[src/rtl/uart_pkg.sv]
// Shared definitions for the full-duplex UART: parity modes, FSM encodings
// and a frame-length helper.
package uart_pkg;

  localparam int PAR_NONE = 0;
  localparam int PAR_ODD  = 1;
  localparam int PAR_EVEN = 2;

  // Unused encodings fall back to IDLE through the FSM default branches.
  typedef enum logic [2:0] {
    TX_IDLE   = 3'd0,
    TX_START  = 3'd1,
    TX_DATA   = 3'd2,
    TX_PARITY = 3'd3,
    TX_STOP   = 3'd4
  } tx_state_e;

  typedef enum logic [2:0] {
    RX_IDLE      = 3'd0,
    RX_START     = 3'd1,
    RX_DATA      = 3'd2,
    RX_PARITY    = 3'd3,
    RX_STOP      = 3'd4,
    RX_WAIT_HIGH = 3'd5
  } rx_state_e;

  function automatic int frame_bits(input int data_bits, input int parity, input int stop_bits);
    return 1 + data_bits + ((parity != PAR_NONE) ? 1 : 0) + stop_bits;
  endfunction

endpackage

[src/rtl/uart_tx_engine.sv]
// Transmit state machine: serialises one latched word as start, data (LSB
// first), optional parity and stop bits; one idle cycle after every frame.
module uart_tx_engine
  import uart_pkg::*;
#(
  parameter int CLKS_PER_BIT = 54,
  parameter int DATA_BITS    = 8,
  parameter int PARITY       = 0,
  parameter int STOP_BITS    = 1
) (
  input  logic                 clk,
  input  logic                 reset,
  input  logic [DATA_BITS-1:0] tx_data,
  input  logic                 tx_start,
  output logic                 tx,
  output logic                 tx_busy,
  output logic                 tx_done
);

  localparam logic [15:0] BIT_LAST  = 16'(CLKS_PER_BIT - 1);
  localparam logic [3:0]  DATA_LAST = 4'(DATA_BITS - 1);
  localparam logic [3:0]  STOP_LAST = 4'(STOP_BITS - 1);

  tx_state_e            state_q, state_d;
  logic [15:0]          cnt_q, cnt_d;
  logic [3:0]           bit_q, bit_d;
  logic [DATA_BITS-1:0] shreg_q, shreg_d;
  logic                 par_q, par_d;
  logic                 tx_q, tx_d;
  logic                 busy_q, busy_d;
  logic                 done_q, done_d;
  logic                 bit_end;

  assign bit_end = (cnt_q == BIT_LAST);

  always_comb begin
    state_d = state_q;
    cnt_d   = cnt_q + 16'd1;
    bit_d   = bit_q;
    shreg_d = shreg_q;
    par_d   = par_q;
    tx_d    = tx_q;
    busy_d  = busy_q;
    done_d  = 1'b0;
    case (state_q)
      TX_IDLE: begin
        cnt_d  = '0;
        tx_d   = 1'b1;
        busy_d = 1'b0;
        // The done cycle doubles as the mandatory gap between frames.
        if (tx_start && !done_q) begin
          shreg_d = tx_data;
          par_d   = (PARITY == PAR_ODD) ? ~(^tx_data) : (^tx_data);
          state_d = TX_START;
          tx_d    = 1'b0;
          busy_d  = 1'b1;
        end
      end
      TX_START: begin
        if (bit_end) begin
          cnt_d   = '0;
          bit_d   = '0;
          tx_d    = shreg_q[0];
          state_d = TX_DATA;
        end
      end
      TX_DATA: begin
        if (bit_end) begin
          cnt_d = '0;
          if (bit_q == DATA_LAST) begin
            bit_d = '0;
            if (PARITY != PAR_NONE) begin
              tx_d    = par_q;
              state_d = TX_PARITY;
            end else begin
              tx_d    = 1'b1;
              state_d = TX_STOP;
            end
          end else begin
            bit_d   = bit_q + 4'd1;
            shreg_d = shreg_q >> 1;
            tx_d    = shreg_q[1];
          end
        end
      end
      TX_PARITY: begin
        if (bit_end) begin
          cnt_d   = '0;
          bit_d   = '0;
          tx_d    = 1'b1;
          state_d = TX_STOP;
        end
      end
      TX_STOP: begin
        if (bit_end) begin
          cnt_d = '0;
          if (bit_q == STOP_LAST) begin
            busy_d  = 1'b0;
            done_d  = 1'b1;
            state_d = TX_IDLE;
          end else begin
            bit_d = bit_q + 4'd1;
          end
        end
      end
      default: begin
        cnt_d   = '0;
        tx_d    = 1'b1;
        busy_d  = 1'b0;
        state_d = TX_IDLE;
      end
    endcase
  end

  always_ff @(posedge clk) begin
    if (reset) begin
      state_q <= TX_IDLE;
      cnt_q   <= '0;
      bit_q   <= '0;
      tx_q    <= 1'b1;
      busy_q  <= 1'b0;
      done_q  <= 1'b0;
    end else begin
      state_q <= state_d;
      cnt_q   <= cnt_d;
      bit_q   <= bit_d;
      tx_q    <= tx_d;
      busy_q  <= busy_d;
      done_q  <= done_d;
    end
    shreg_q <= shreg_d;
    par_q   <= par_d;
  end

  assign tx      = tx_q;
  assign tx_busy = busy_q;
  assign tx_done = done_q;

endmodule

[src/rtl/uart_duplex.sv]
// Full-duplex UART top: independent TX engine plus the RX state machine,
// input synchroniser and valid/ack holding register with error flags.
module uart_duplex
  import uart_pkg::*;
#(
  parameter int CLKS_PER_BIT = 54,
  parameter int DATA_BITS    = 8,
  parameter int PARITY       = 0,
  parameter int STOP_BITS    = 1
) (
  input  logic                 clk,
  input  logic                 reset,
  input  logic                 rx,
  input  logic [DATA_BITS-1:0] tx_data,
  input  logic                 tx_start,
  output logic                 tx,
  output logic                 tx_busy,
  output logic                 tx_done,
  output logic [DATA_BITS-1:0] rx_data,
  output logic                 rx_valid,
  input  logic                 rx_ack,
  output logic                 rx_parity_err,
  output logic                 rx_frame_err,
  output logic                 rx_overrun,
  output logic                 rx_busy
);

  localparam logic [15:0] BIT_LAST  = 16'(CLKS_PER_BIT - 1);
  localparam logic [15:0] HALF_LAST = 16'(CLKS_PER_BIT / 2 - 1);
  localparam logic [3:0]  DATA_LAST = 4'(DATA_BITS - 1);

  uart_tx_engine #(
    .CLKS_PER_BIT(CLKS_PER_BIT),
    .DATA_BITS   (DATA_BITS),
    .PARITY      (PARITY),
    .STOP_BITS   (STOP_BITS)
  ) u_tx (
    .clk     (clk),
    .reset   (reset),
    .tx_data (tx_data),
    .tx_start(tx_start),
    .tx      (tx),
    .tx_busy (tx_busy),
    .tx_done (tx_done)
  );

  logic                 meta_q, rx_s_q;
  rx_state_e            rx_state_q, rx_state_d;
  logic [15:0]          rx_cnt_q, rx_cnt_d;
  logic [3:0]           rx_bit_q, rx_bit_d;
  logic [DATA_BITS-1:0] rx_shreg_q, rx_shreg_d;
  logic                 pend_perr_q, pend_perr_d;
  logic                 pend_ferr_q, pend_ferr_d;
  logic                 cmp_q, cmp_d;
  logic                 rx_busy_q, rx_busy_d;
  logic [DATA_BITS-1:0] rx_data_q, rx_data_d;
  logic                 valid_q, valid_d;
  logic                 perr_q, perr_d;
  logic                 ferr_q, ferr_d;
  logic                 ovr_q, ovr_d;
  logic                 bit_end, exp_par;

  assign bit_end = (rx_cnt_q == BIT_LAST);
  assign exp_par = (PARITY == PAR_ODD) ? ~(^rx_shreg_q) : (^rx_shreg_q);

  always_comb begin
    rx_state_d  = rx_state_q;
    rx_cnt_d    = rx_cnt_q + 16'd1;
    rx_bit_d    = rx_bit_q;
    rx_shreg_d  = rx_shreg_q;
    pend_perr_d = pend_perr_q;
    pend_ferr_d = pend_ferr_q;
    cmp_d       = 1'b0;
    rx_busy_d   = cmp_q ? 1'b0 : rx_busy_q;
    case (rx_state_q)
      RX_IDLE: begin
        rx_cnt_d = '0;
        if (!rx_s_q) begin
          pend_perr_d = 1'b0;
          rx_busy_d   = 1'b1;
          rx_state_d  = RX_START;
        end
      end
      RX_START: begin
        if (rx_cnt_q == HALF_LAST) begin
          rx_cnt_d = '0;
          rx_bit_d = '0;
          if (rx_s_q) begin
            rx_busy_d  = 1'b0;
            rx_state_d = RX_IDLE;
          end else begin
            rx_state_d = RX_DATA;
          end
        end
      end
      RX_DATA: begin
        if (bit_end) begin
          rx_cnt_d   = '0;
          rx_shreg_d = {rx_s_q, rx_shreg_q[DATA_BITS-1:1]};
          if (rx_bit_q == DATA_LAST) begin
            if (PARITY != PAR_NONE) rx_state_d = RX_PARITY;
            else                    rx_state_d = RX_STOP;
          end else begin
            rx_bit_d = rx_bit_q + 4'd1;
          end
        end
      end
      RX_PARITY: begin
        if (bit_end) begin
          rx_cnt_d    = '0;
          pend_perr_d = (rx_s_q != exp_par);
          rx_state_d  = RX_STOP;
        end
      end
      RX_STOP: begin
        // Only the first stop bit is checked; a low stop parks in WAIT_HIGH.
        if (bit_end) begin
          rx_cnt_d    = '0;
          cmp_d       = 1'b1;
          pend_ferr_d = ~rx_s_q;
          rx_state_d  = rx_s_q ? RX_IDLE : RX_WAIT_HIGH;
        end
      end
      RX_WAIT_HIGH: begin
        rx_cnt_d = '0;
        if (rx_s_q) rx_state_d = RX_IDLE;
      end
      default: begin
        rx_cnt_d   = '0;
        rx_busy_d  = 1'b0;
        rx_state_d = RX_IDLE;
      end
    endcase
  end

  always_comb begin
    rx_data_d = rx_data_q;
    valid_d   = valid_q;
    perr_d    = perr_q;
    ferr_d    = ferr_q;
    ovr_d     = ovr_q;
    if (rx_ack && valid_q) begin
      valid_d = 1'b0;
      perr_d  = 1'b0;
      ferr_d  = 1'b0;
      ovr_d   = 1'b0;
    end
    // A completion coinciding with an ack replaces the word without overrun.
    if (cmp_q) begin
      if (!valid_q || rx_ack) begin
        rx_data_d = rx_shreg_q;
        valid_d   = 1'b1;
        perr_d    = pend_perr_q;
        ferr_d    = pend_ferr_q;
      end else begin
        ovr_d = 1'b1;
      end
    end
  end

  always_ff @(posedge clk) begin
    if (reset) begin
      meta_q      <= 1'b1;
      rx_s_q      <= 1'b1;
      rx_state_q  <= RX_IDLE;
      rx_cnt_q    <= '0;
      rx_bit_q    <= '0;
      pend_perr_q <= 1'b0;
      pend_ferr_q <= 1'b0;
      cmp_q       <= 1'b0;
      rx_busy_q   <= 1'b0;
      rx_data_q   <= '0;
      valid_q     <= 1'b0;
      perr_q      <= 1'b0;
      ferr_q      <= 1'b0;
      ovr_q       <= 1'b0;
    end else begin
      meta_q      <= rx;
      rx_s_q      <= meta_q;
      rx_state_q  <= rx_state_d;
      rx_cnt_q    <= rx_cnt_d;
      rx_bit_q    <= rx_bit_d;
      pend_perr_q <= pend_perr_d;
      pend_ferr_q <= pend_ferr_d;
      cmp_q       <= cmp_d;
      rx_busy_q   <= rx_busy_d;
      rx_data_q   <= rx_data_d;
      valid_q     <= valid_d;
      perr_q      <= perr_d;
      ferr_q      <= ferr_d;
      ovr_q       <= ovr_d;
    end
    rx_shreg_q <= rx_shreg_d;
  end

  assign rx_data       = rx_data_q;
  assign rx_valid      = valid_q;
  assign rx_parity_err = perr_q;
  assign rx_frame_err  = ferr_q;
  assign rx_overrun    = ovr_q;
  assign rx_busy       = rx_busy_q;

endmodule

[config.mk]
export PLATFORM = sky130hd
export DESIGN_NAME = uart_duplex
export DESIGN_NICKNAME = d
export VERILOG_FILES = /design/src/rtl/uart_pkg.sv /design/src/rtl/uart_tx_engine.sv /design/src/rtl/uart_duplex.sv
export SDC_FILE = /design/constraint.sdc
export NUM_CORES = 1
export LEC_CHECK = 0
export BUFFER_PORTS_ARGS = -buffer_cell sky130_fd_sc_hd__buf_2
export CORE_MARGIN = 2
export CORE_UTILIZATION = 46
export CTS_CLUSTER_SIZE = 40
export DETAILED_ROUTE_END_ITERATION = 6
export GPL_TIMING_DRIVEN = 0
export MAX_ROUTING_LAYER = met4
export SLEW_MARGIN = 30
export SYNTH_ARGS = -nofsm -noshare
export SYNTH_HDL_FRONTEND = slang
export SYNTH_SLANG_ARGS = --single-unit
[constraint.sdc]
create_clock -name clk -period 5.7 [get_ports clk]
set_clock_uncertainty 0.2 [all_clocks]
set_input_delay 1.14 -clock clk [delete_from_list [all_inputs] [get_ports clk]]
set_output_delay 1.14 -clock clk [all_outputs]
set_load 0.05 [all_outputs]
Word level (Yosys, flattened, before mapping)
Index checks and enable logic that the tools add are counted.
{"block": "word_totals", "register_bits": 83, "latchBits": 0, "mem_bits_rw": 0, "romBits": 0, "in_bits": 13, "output_inout_bits": 16, "word_cells": 164, "n_memories": 0}
{"block": "classes", "addsub": 4, "mul": 0, "n_div": 0, "order_cmp": 0, "eq_ne": 33, "n_shift": 0, "muxes": 67, "bitwise": 6, "n_reduce_logical": 32}
{"cell": "$mux 3", "count": 15}
{"cell": "$add 16x1->16 const B", "count": 2}
{"cell": "$eq 16x6->1 const B", "count": 2}
{"cell": "$mux 16", "count": 2}
{"cell": "$mux 4", "count": 8}
{"cell": "$pmux 16 s2", "count": 1}
{"cell": "$mux 1", "count": 28}
{"cell": "$mux 8", "count": 3}
{"cell": "$ne 2x2->1 const B", "count": 10}
{"cell": "$pmux 3 s6", "count": 1}
{"cell": "$eq 16x5->1 const B", "count": 1}
{"cell": "$ne 2x1->1 const B", "count": 8}
{"cell": "$pmux 8 s2", "count": 1}
{"cell": "$pmux 3 s5", "count": 1}
{"cell": "$reduce_and 7->1", "count": 2}
{"cell": "$eq 3x2->1 const B", "count": 4}
{"cell": "$pmux 4 s3", "count": 1}
{"cell": "$reduce_and 4->1", "count": 3}
{"cell": "$reduce_or 3->1", "count": 4}
{"cell": "$eq 3x3->1 const B", "count": 3}
{"cell": "$add 4x1->4 const B", "count": 2}
{"cell": "$eq 4x3->1 const B", "count": 2}
{"cell": "$pmux 4 s2", "count": 1}
{"cell": "$reduce_or 4->1", "count": 2}
{"cell": "19 further kinds", "count": 35}

Longest topological paths before layout
{"block": "depth", "ltp_word": 4, "depth_mapped": 9, "ltp_nobuf": 7}

Hierarchy
From an unflattened synthesis, not the netlist that was laid out.
{"block": "unflattened", "hier_cells": 410, "area_unflattened_um2": 3834.9}
{"mod": "uart_duplex", "n_inst": 1, "cells_each": 236, "area_each_um2": 2182.1}
{"mod": "uart_tx_engine", "n_inst": 1, "cells_each": 174, "area_each_um2": 1652.8}

Worst setup path after synthesis
Ideal clock, no wire load.
{"block": "synth_timing", "path_kind": "reg-to-reg", "startpoint": "register u_tx.state_q[1]", "endpoint": "register u_tx.shreg_q[0], enable pin", "arrival_ps": 1802, "required_time_ps": 5116, "setup_slack_ps": 3314, "stages_incl_launch_ff": 5, "synth_period_minus_slack_ps": 2386, "cell_sequence": "dfxtp_1 > clkbuf_1 > nor3b_2 > nand2_1 > o21ai_0"}
{"block": "synth_between", "elab_chain_cells": 3}
{"item": "start, declared", "line": "uart_tx_engine.sv:24", "rtl": "tx_state_e state_q, state_d;"}
{"item": "start signal, assigned", "line": "uart_tx_engine.sv:124", "rtl": "state_q <= state_d;"}
{"item": "$eq 3x2->1 / $logic_not 3->1 (equally long branches)", "line": "uart_tx_engine.sv:45", "rtl": "case (state_q)"}
{"item": "$ne 2x2->1 (no source line) (tied with other cells)"}
{"item": "$reduce_and 4->1 (no source line) *"}
{"item": "end signal, assigned", "line": "uart_tx_engine.sv:131", "rtl": "shreg_q <= shreg_d;"}
{"item": "end, declared", "line": "uart_tx_engine.sv:27", "rtl": "logic [DATA_BITS-1:0] shreg_q, shreg_d;"}
Every way passes the cells marked *; elsewhere a longest branch is shown, timed or not.
A chain may end at the register's enable or synchronous reset.

Final worst setup path
{"block": "layout_timing", "startpoint": "register rx_cnt_q[8]", "endpoint": "register rx_shreg_q[2], enable pin"}
{"block": "layout_between", "elab_chain_cells": 2}
{"item": "start, declared", "line": "uart_duplex.sv:49", "rtl": "logic [15:0] rx_cnt_q, rx_cnt_d;"}
{"item": "start signal, assigned", "line": "uart_duplex.sv:181", "rtl": "rx_cnt_q <= rx_cnt_d;"}
{"item": "$eq 16x6->1", "line": "uart_duplex.sv:63", "rtl": "assign bit_end = (rx_cnt_q == BIT_LAST);"}
{"item": "$reduce_and 2->1 (no source line)"}
{"item": "end signal, assigned", "line": "uart_duplex.sv:193", "rtl": "rx_shreg_q <= rx_shreg_d;"}
{"item": "end, declared", "line": "uart_duplex.sv:51", "rtl": "logic [DATA_BITS-1:0] rx_shreg_q, rx_shreg_d;"}
Every way passes these cells.

==> results.yml <==
power:
  combPwrFrac_pct: 9.0
  power.share.clock_pct: 37.7
  sw_frac_of_total_pct: 26.1
  internal_power_mw: 0.863
  p_leak_nw: 1.49
  seqPwrFrac_pct: 53.3
  p_sw_mw: 0.304
  cellPowerDensity_mw_per_mm2: 275
  ir_worst_vdd_uv: 148
timing:
  tns_ps: 0
  timing.fmax_mhz: 387
  rsz0062_at_grt: "false"
  min_period_over_period_pct: 45.4
  period_needed_ps: 2590
  setup_violations: 0
  hold_viol_final: 0
  hold_ws_ps: 218
  maxSlewHeadroom_pct: 52.3
  timing.final.ws_setup_ps: 3110
  worst_slew_pin_slew_ps: 714
  maxSlewViolCount: 0
clocking:
  postCtsSetupBuffers: 0
  root_buffer: "clkbuf_8"
  cts_tree: "yes"
  worstSkewPairLatency_ps: 360
  cts.repair.resized: 0
  cts-htree-levels: 3
  cts_hold_buf: 0
  clkTransAtPathRegs_ps: 90
  clock_path_buffers: 2
  cts_buffers: 9
  cts.sinks: 83
synth:
  synth_ff_type: "dfxtp_1"
  synth_cell_types: 56
  synth_top_area_cell: "dfxtp_1"
  synth_warnings: 0
  synth.top_cell.area_share_pct: 35.5
  synth_fp_nets: 421
  ys_seq_elements: 83
  yosysMostFrequentCell: "dfxtp_1"
  netlist_area_mm2: 0.00378
  synth_common_cells: "67 x dfxtp_1, 50 x nor2_1, 27 x nand2_1, 27 x nand3_1, 26 x a21oi_1"
  synth.area.top_cells: "dfxtp_1 35%, edfxtp_1 13%, nor2_1 5.0%"
  async_flop_share_pct: 0
  synth-edff-count: 16
  synthCells: 400
  yosysSeqAreaShare_pct: 48.2
  synth_area_per_cell_um2: 9.45
setup_path:
  crit_type: "flip-flop to flip-flop"
  cp_max_fo: 8
  rr_endpoint: "rx_shreg_q[2]$_DFFE_PP_"
  cp_cell_sequence: "nor4_1 > nand3_1 > or2_2 > nor2b_1"
  required_ps: 5500
  slowest_delay_ps: 580
  slowest_stage: "nor2b_1"
  worst_r2r_startpoint: "rx_cnt_q[8]$_SDFF_PP0_"
  start_kind: "flip-flop"
  r2r_slack_ps: 3110
  crit_arrival_ps: 2390
  end_kind: "flip-flop"
  r2r_cells: 4
floorplan:
  rows: 33
  die_w_um: 94.6
  ios: 29
  die_area_mm2: 0.00896
  core_area_mm2: 0.00809
  die_y_um: 94.6
  initial_utilization_pct: 46.7
cells_and_area:
  layout.nets: 459
  post-route-util_pct: 52.5
  area_delta_synth_final_pct: 12.5
  antenna_cells: 0
  drive_gt1_share_pct: 15.8
grt:
  track_usage_pct: 17.7
  grt_pass1_vias: 2644
  grt_pass1_wl_um: 12100
  grt_antenna_before_repair: 0
  grt-ovfl-total: 0
  grt_max_degree: 17
route:
  vias: 2841
  wl_um: 7140
  detail-route-antenna-nets: 0
  first_pass_iters: 4
  post_drt_wl_per_cell_um: 13.0
  drt_iter0_drc: 69
  drc: 0
  avgViaCountPerCell: 5.18
placement:
  place_ws_ps: 2820
  post-dp-hpwl_um: 5150
  port-buffer-count: 27
  gp_congestion: 0.810
worst_hold_path:
  worst_hold_path.endpoint: "rx_s_q$_SDFF_PP1_"
  min_from: "meta_q$_SDFF_PP1_"
  hold_depth: 1
  min_path_type: "flip-flop to flip-flop"
flow_run:
  max-cap-violations: 0
status:
  status: "finished, final reports clean"
==> how the worst max path moves through the flow <==
stage | depth (start not counted) | end | startpoint | slack (ps)
2_1_floorplan | 4 | u_tx.shreg_q[0]$_DFFE_PP_ | u_tx.state_q[1]$_SDFFE_PP0P_ | 3310
3_3_place_gp | 4 | u_tx.shreg_q[0]$_DFFE_PP_ | u_tx.state_q[1]$_SDFFE_PP0P_ | 2840
3_5_place_dp | 4 | u_tx.bit_q[0]$_SDFFE_PP0P_ | reset | 2820
4_1_cts | 4 | u_tx.shreg_q[0]$_DFFE_PP_ | u_tx.state_q[1]$_SDFFE_PP0P_ | 3100
5_1_grt | 4 | u_tx.shreg_q[0]$_DFFE_PP_ | u_tx.state_q[1]$_SDFFE_PP0P_ | 2880
6_report | 4 | rx_shreg_q[2]$_DFFE_PP_ | rx_cnt_q[8]$_SDFF_PP0_ | 3110
==> critical path: cells and delay by family (launching register included) <==
kind	cells	cell delay [ps]
DFF	1	360
and+or+nand+nor	4	1660
==> through the flow <==
| stage | cell area, um2 | cells | power [mW] |
|---|---|---|---|
| after floorplan | 3780 | 400 | 0.715 |
| after global placement | 4050 | 532 | 0.740 |
| after detailed placement | 4050 | 532 | 0.742 |
| after CTS | 4250 | 548 | 1.18 |
| after global routing | 4250 | 548 | 1.22 |
| final | 4250 | 548 | 1.17 |
==> kinds of logic (layout without fill, tap and decap cells) <==
group	after synthesis	count (layout)	synth area share (%)
AND/OR/NAND/NOR	177	177	25.0
flip-flops	83	83	48.2
adder cells (fa/ha/maj)	8	8	2.65
multiplexers	10	10	2.88
buffers and inverters	26	69	2.68
XOR/XNOR	38	38	8.81
AO/OA/AOI/OAI	58	58	9.74
==> sequential cells by signal, indices dropped and copies added, names as in the netlist, 4 cells and up <==
| name | count |
|---|---|
| u_tx.bit_q | 4 |
| rx_bit_q | 4 |
| u_tx.cnt_q | 16 |
| rx_shreg_q | 8 |
| rx_cnt_q | 16 |
| rx_data | 8 |
| u_tx.shreg_q | 8 |
==> final cells by class <==
cell class                 count  area, um2
fill                         805       3840
multi-input combinational    291       1860
sequential                    83       1820
timing repair buffer          27        135
tap                          105        131
clock buffer                   9        124
clock inverter                 7       81.3
buffer                        17       67.6
inverter                       9       33.8
==> placed cells by master, fill, tap and decap left out, types with 13 or more instances in the layout <==
cell,instances
clkbuf_1,13
nand2_1,27
xor2_1,19
a21oi_1,26
dfxtp_1,67
xnor2_1,19
nor2_1,50
buf_2,29
edfxtp_1,16
nand3_1,27
==> power groups by stage <==
stage,logic [mW],clock network [mW],registers (mW)
2_1_floorplan,0.0715,0,0.644
3_3_place_gp,0.104,0,0.636
3_5_place_dp,0.106,0,0.636
4_1_cts,0.107,0.453,0.623
5_1_grt,0.117,0.477,0.625
6_report,0.105,0.439,0.623
==> per-layer routing <==
metal	vias to the layer above	global-route usage, %	wire length [um]
met5	-	-	0
met4	0	7.25	121
met3	13	4.07	194
met2	28	27.3	3310
met1	1308	22.4	3520
li1	1492	-	-
(Power assumes the default switching activity.)
